<file path="src/rtl/pacman_pkg.sv">
// Shared types and default keycodes for the Pac-Man / ghost sprite controllers.
package pacman_pkg;

  typedef enum logic [1:0] {
    UP    = 2'd0,
    LEFT  = 2'd1,
    DOWN  = 2'd2,
    RIGHT = 2'd3
  } dir_t;

  typedef enum logic {
    STOPPED = 1'b0,
    MOVING  = 1'b1
  } state_t;

  // Pac-Man player keycodes (W/A/S/D style mapping from keycode_pacman)
  localparam logic [7:0] PACMAN_KEY_UP    = 8'h1A;
  localparam logic [7:0] PACMAN_KEY_LEFT  = 8'h04;
  localparam logic [7:0] PACMAN_KEY_DOWN  = 8'h16;
  localparam logic [7:0] PACMAN_KEY_RIGHT = 8'h07;

  // Ghost player keycodes (arrow keys from keycode_ghost)
  localparam logic [7:0] GHOST_KEY_UP    = 8'h52;
  localparam logic [7:0] GHOST_KEY_LEFT  = 8'h50;
  localparam logic [7:0] GHOST_KEY_DOWN  = 8'h51;
  localparam logic [7:0] GHOST_KEY_RIGHT = 8'h4F;

endpackage

</file>
<file path="src/rtl/keycode_to_dir.sv">
// Combinational keycode decoder: turns one of four keycodes into a direction
// request. Also used by the ghost AI override logic.
module keycode_to_dir
  import pacman_pkg::*;
#(
  parameter logic [7:0] KEY_UP    = PACMAN_KEY_UP,
  parameter logic [7:0] KEY_LEFT  = PACMAN_KEY_LEFT,
  parameter logic [7:0] KEY_DOWN  = PACMAN_KEY_DOWN,
  parameter logic [7:0] KEY_RIGHT = PACMAN_KEY_RIGHT
) (
  input  logic [7:0] keycode,
  output logic       req_valid,
  output logic [1:0] req_dir
);

  // Match the keycode against the four direction keys; anything else is "no key"
  always_comb begin
    req_valid = 1'b1;
    req_dir   = UP;
    if (keycode == KEY_UP) begin
      req_dir = UP;
    end else if (keycode == KEY_LEFT) begin
      req_dir = LEFT;
    end else if (keycode == KEY_DOWN) begin
      req_dir = DOWN;
    end else if (keycode == KEY_RIGHT) begin
      req_dir = RIGHT;
    end else begin
      req_valid = 1'b0;
    end
  end

endmodule

</file>
<file path="src/rtl/keycode_dir_controller.sv">
// Sprite direction controller: buffers a requested turn until the sprite can
// legally take it, applies turns only on frame ticks, and stops at walls.
module keycode_dir_controller
  import pacman_pkg::*;
#(
  parameter logic [7:0] KEY_UP      = PACMAN_KEY_UP,
  parameter logic [7:0] KEY_LEFT    = PACMAN_KEY_LEFT,
  parameter logic [7:0] KEY_DOWN    = PACMAN_KEY_DOWN,
  parameter logic [7:0] KEY_RIGHT   = PACMAN_KEY_RIGHT,
  parameter int         HOLD_FRAMES = 8
) (
  input  logic       vga_clk,
  input  logic       Reset,
  input  logic       frame_tick,
  input  logic [7:0] keycode,
  input  logic [3:0] blocked,
  output logic [1:0] dir,
  output logic       moving,
  output logic       pending_valid,
  output logic [1:0] pending_dir,
  output logic       turn_pulse
);

  localparam int AGE_W = $clog2(HOLD_FRAMES + 1);
  localparam logic [AGE_W-1:0] AGE_LAST = AGE_W'(HOLD_FRAMES - 1);
  localparam logic [AGE_W-1:0] AGE_MAX  = '1;

  logic       req_valid;
  logic [1:0] req_dir;

  state_t           state_q, state_d;
  dir_t             dir_q, dir_d;
  logic             pending_valid_q, pending_valid_d;
  dir_t             pending_dir_q, pending_dir_d;
  logic [AGE_W-1:0] age_q, age_d;
  logic             turn_pulse_q, turn_pulse_d;
  logic [3:0]       blocked_q;

  keycode_to_dir #(
    .KEY_UP    (KEY_UP),
    .KEY_LEFT  (KEY_LEFT),
    .KEY_DOWN  (KEY_DOWN),
    .KEY_RIGHT (KEY_RIGHT)
  ) u_decode (
    .keycode   (keycode),
    .req_valid (req_valid),
    .req_dir   (req_dir)
  );

  // Next-state: tick-gated turn/stop/age decision on the old pending, then a key reloads the buffer
  always_comb begin
    state_d         = state_q;
    dir_d           = dir_q;
    pending_valid_d = pending_valid_q;
    pending_dir_d   = pending_dir_q;
    age_d           = age_q;
    turn_pulse_d    = 1'b0;

    if (frame_tick) begin
      if (pending_valid_q && !blocked_q[pending_dir_q]) begin
        dir_d           = pending_dir_q;
        state_d         = MOVING;
        pending_valid_d = 1'b0;
        age_d           = '0;
        turn_pulse_d    = (pending_dir_q != dir_q) || (state_q == STOPPED);
      end else if ((state_q == MOVING) && blocked_q[dir_q]) begin
        state_d = STOPPED;
      end else if (pending_valid_q && !req_valid) begin
        if (age_q == AGE_LAST) begin
          pending_valid_d = 1'b0;
          age_d           = '0;
        end else if (age_q != AGE_MAX) begin
          age_d = age_q + 1'b1;
        end
      end
    end

    if (req_valid) begin
      pending_valid_d = 1'b1;
      pending_dir_d   = dir_t'(req_dir);
      age_d           = '0;
    end
  end

  // State, request buffer, age counter and wall snapshot registers
  always_ff @(posedge vga_clk) begin
    if (Reset) begin
      state_q         <= STOPPED;
      dir_q           <= LEFT;
      pending_valid_q <= 1'b0;
      pending_dir_q   <= UP;
      age_q           <= '0;
      turn_pulse_q    <= 1'b0;
      blocked_q       <= '0;
    end else begin
      state_q         <= state_d;
      dir_q           <= dir_d;
      pending_valid_q <= pending_valid_d;
      pending_dir_q   <= pending_dir_d;
      age_q           <= age_d;
      turn_pulse_q    <= turn_pulse_d;
      blocked_q       <= blocked;
    end
  end

  assign dir           = dir_q;
  assign moving        = (state_q == MOVING);
  assign pending_valid = pending_valid_q;
  assign pending_dir   = pending_dir_q;
  assign turn_pulse    = turn_pulse_q;

endmodule
</file>
<file path="config.mk">
export PLATFORM = sky130hd
export DESIGN_NAME = keycode_dir_controller
export DESIGN_NICKNAME = d
export VERILOG_FILES = /design/src/rtl/pacman_pkg.sv /design/src/rtl/keycode_to_dir.sv /design/src/rtl/keycode_dir_controller.sv
export SDC_FILE = /design/constraint.sdc
export NUM_CORES = 1
export LEC_CHECK = 0
export ABC_CLOCK_PERIOD_IN_PS = 2100
export CELL_PAD_IN_SITES_DETAIL_PLACEMENT = 0
export CELL_PAD_IN_SITES_GLOBAL_PLACEMENT = 1
export CORE_ASPECT_RATIO = 1.75
export CORE_MARGIN = 1
export CORE_UTILIZATION = 35
export DETAILED_ROUTE_END_ITERATION = 16
export PLACE_DENSITY_LB_ADDON = 0.1
export SLEW_MARGIN = 15
export SYNTH_ARGS = -nofsm -noshare
export SYNTH_HDL_FRONTEND = slang
export SYNTH_HIERARCHICAL = 1
export SYNTH_SLANG_ARGS = --single-unit
</file>
<file path="constraint.sdc">
create_clock -name vga_clk -period 2.1 [get_ports vga_clk]
set_clock_uncertainty 0.2 [all_clocks]
set_input_delay 0.315 -clock vga_clk [delete_from_list [all_inputs] [get_ports vga_clk]]
set_output_delay 0.315 -clock vga_clk [all_outputs]
set_load 0.005 [all_outputs]
</file>
==> impl_metrics.ini <==
[routing]
wl_per_cell_um = 13.9
vias = 840
detail-route-antenna-nets = 0
drtPass1Iterations = 4
drtIter0Drc = 22
routed_wl_um = 2250
viasPerCell = 5.19
drc = 0

[cts]
cts.sinks = 15
cts_buffer_depth = 2
ctsRootBufferMaster = clkbuf_8
cts_tree = done
clk_pin_slew_ns = 0.06
clk_latency_ns = 0.25
cts_buffers = 3
h-tree-depth = 1
cts_hold_buffers = 0

[critical_path]
path_class = in -> reg
crit_path_max_fanout = 6
r2r_slack_ns = 0.21
cp-end-kind = register
crit_end = age_q[1]
worstPathArrival_ns = 2.03
ff2ff_path_depth = 4
crit_start = keycode[5]
setup.worst_path.start_class = primary input
rr_endpoint = age_q[2]
r2r_start = pending_dir[0]
worstPathRequired_ns = 2.10

[run_status]
status = finished, final reports clean

[floorplanning]
die_h_um = 67.1
core_area_mm2 = 0.00230
start_util_pct = 36.8
dieWidth_um = 39.2
rows = 23
dieArea_mm2 = 0.00263
num_io_pins = 22

[power]
clkPwrFrac_pct = 39.1
p_leak_nw = 0.499
seqPwrFrac_pct = 47.8
p_int_w = 0.000470
pwr-share-comb_pct = 13.1
p_sw_w = 0.000144
netSwitchingFraction_pct = 23.5
ir_worst_vdd_mv = 0.277
power-per-cell-area_mw_per_mm2 = 477

[global_routing]
grt_overflow = 0
grtUsageMet1_pct = 19.9
grt_util_met3_pct = 2.33
antenna_found_initial = 0
first_global_vias = 830
grt_start_max_net_pins = 10
top_usage_layer = met2
grt_util_met2_pct = 35.6
grt_pass1_wl_um = 3500
grt.total_usage_pct = 19.6

[synthesis]
synth-edff-count = 0
syn_inst = 96
synth-seq-cells = 15
seq_area_frac_synth_pct = 35.4
synthFlopType = dfxtp_1
synth.distinct_cells = 33
yosysWarnings = 6
syn-num-nets = 112
syn_avg_cell_area_um2 = 8.84
syn-cell-area_um2 = 848
synthArstFlopShare_pct = 0

[cells_and_area]
nFillCells = 230
drive_gt1_share_pct = 29.2
seq_area_um2 = 300
fin_nets = 154
area_delta_synth_final_pct = 51.8
multi_input_area_um2 = 558
n_antenna_cell = 0

[timing]
worst_pin_slew_ns = 0.280
finalSetupTns_ns = 0
period_share_pct = 97.0
setup_slack_ns = 0.0634
fmax_ghz = 0.491
slew_headroom_pct = 81.3
hold_violations = 0
slew_viol_final = 0
setup_viol = 0
fin_crit_ns = 2.04

[worst_hold_path]
hold_path.class = reg -> reg
hp-start = moving

[placement]
dp_hpwl_um = 1740
place_congestion = 0.706
pre_cts_ws_ns = -0.463
port_buffers = 21

[job]
maxCapViolCount = 0
per-stage QoR:
| step | utilization, % | cells | power [W] | instance area [um^2] | hold slack, ns |
|---|---|---|---|---|---|
| 2_1_floorplan | - | 96 | 0.000328 | 848 | 0.187 |
| 3_3_place_gp | 51.4 | 153 | 0.000376 | 1180 | 0.339 |
| 3_5_place_dp | 51.4 | 153 | 0.000378 | 1180 | 0.346 |
| 4_1_cts | 54.8 | 160 | 0.000617 | 1260 | 0.354 |
| 5_1_grt | 55.9 | 162 | 0.000640 | 1290 | 0.383 |
| 6_report | 55.9 | 162 | 0.000615 | 1290 | 0.354 |
cell usage after synthesis, types with 2 or more instances:
library cell	number	area [um^2]
a21oi_1	5	25.0
clkbuf_1	2	7.51
dfxtp_1	15	300
mux2_2	3	33.8
mux2i_1	4	40.0
mux2i_2	2	27.5
nand2_1	7	26.3
nand3_1	5	25.0
nand3b_1	3	22.5
nor2_1	14	52.6
nor2b_1	4	25.0
nor3_1	2	10.0
nor3_2	3	30.0
o21ai_0	5	25.0
xnor2_1	3	26.3
xor2_1	2	17.5
flip-flops by register name, indices dropped and copies added (netlist names):
name,flops
pending_valid,1
dir,2
turn_pulse,1
age_q,4
moving,1
pending_dir,2
blocked_q,4
cell families after synthesis:
family	share of synthesized area, %
and+or+nand+nor	30.8
buffers and inverters	1.92
xor gates and xnor gates	5.16
DFF	35.4
muxes	14.6
adders and majority gates	1.47
AOI/OAI and AO/OA	10.6
power by group through the flow:
| stage | Sequential [W] | Clock (W) | Combinational [W] |
|---|---|---|---|
| global placement | 0.000300 | 0 | 0.0000764 |
| detailed placement | 0.000300 | 0 | 0.0000779 |
| CTS | 0.000294 | 0.000246 | 0.0000780 |
| floorplan | 0.000299 | 0 | 0.0000292 |
| finish | 0.000294 | 0.000240 | 0.0000808 |
| global route | 0.000294 | 0.000259 | 0.0000874 |
cells in the final DEF (no fill, tap or decap), drive strengths merged:
cell / synthesis / final
o22ai: 1 / 1
buf: 1 / 19
dfxtp: 15 / 15
nand2: 7 / 7
nor2: 15 / 15
mux2: 3 / 3
xor2: 2 / 2
xnor2: 3 / 3
nor4: 1 / 1
dlygate4sd2: 0 / 4
clkdlybuf4s50: 0 / 17
nand4b: 1 / 1
inv: 1 / 1
nand3: 5 / 5
nor2b: 4 / 4
nor3: 5 / 5
a32o: 1 / 1
nor3b: 1 / 1
clkbuf: 2 / 3
a31oi: 1 / 1
mux4: 1 / 1
a311oi: 1 / 1
mux2i: 6 / 6
o21ai: 5 / 5
or2b: 1 / 1
or3: 1 / 1
ha: 1 / 1
nand3b: 3 / 3
a31o: 1 / 1
or4: 1 / 1
clkinv: 0 / 1
or2: 1 / 1
a21oi: 5 / 5
layer usage:
metal,wire length [um],vias to the layer above
li1,-,426
met1,832,392
met2,1320,17
met3,45,5
met4,57,0
met5,0,-
critical path, cell delays in order:
cell             delay, ns
clkdlybuf4s50_1       0.40
or3_4                 0.41
a21oi_4               0.16
a31oi_1               0.06
o21ai_1               0.11
nor3_2                0.06
buf_4                 0.16
mux2_4                0.29
nor2_1                0.08
area by class of cell:
type,count,area share [%]
Timing Repair Buffer,40,27.0
Clock buffer,3,3.21
Inverter,1,0.292
Sequential cell,15,23.3
Clock inverter,1,0.389
Multi-Input combinational cell,77,43.3
Tap cell,25,2.43
worst min path at each step:
stage | to | slack (ns) | cells after the start
finish | turn_pulse | 0.35 | 1
global route | turn_pulse | 0.38 | 1
CTS | turn_pulse | 0.35 | 1
detailed placement | turn_pulse | 0.35 | 1
global placement | turn_pulse | 0.34 | 1
floorplan | blocked_q[0] | 0.19 | 1
repair_timing:
item,CTS,global route
resized for setup,8,2
buffers inserted,3,2
hold endpoints to repair,0,0
setup endpoints to repair,5,4
pin swaps,5,0
Power figures use the tool's default switching activity.
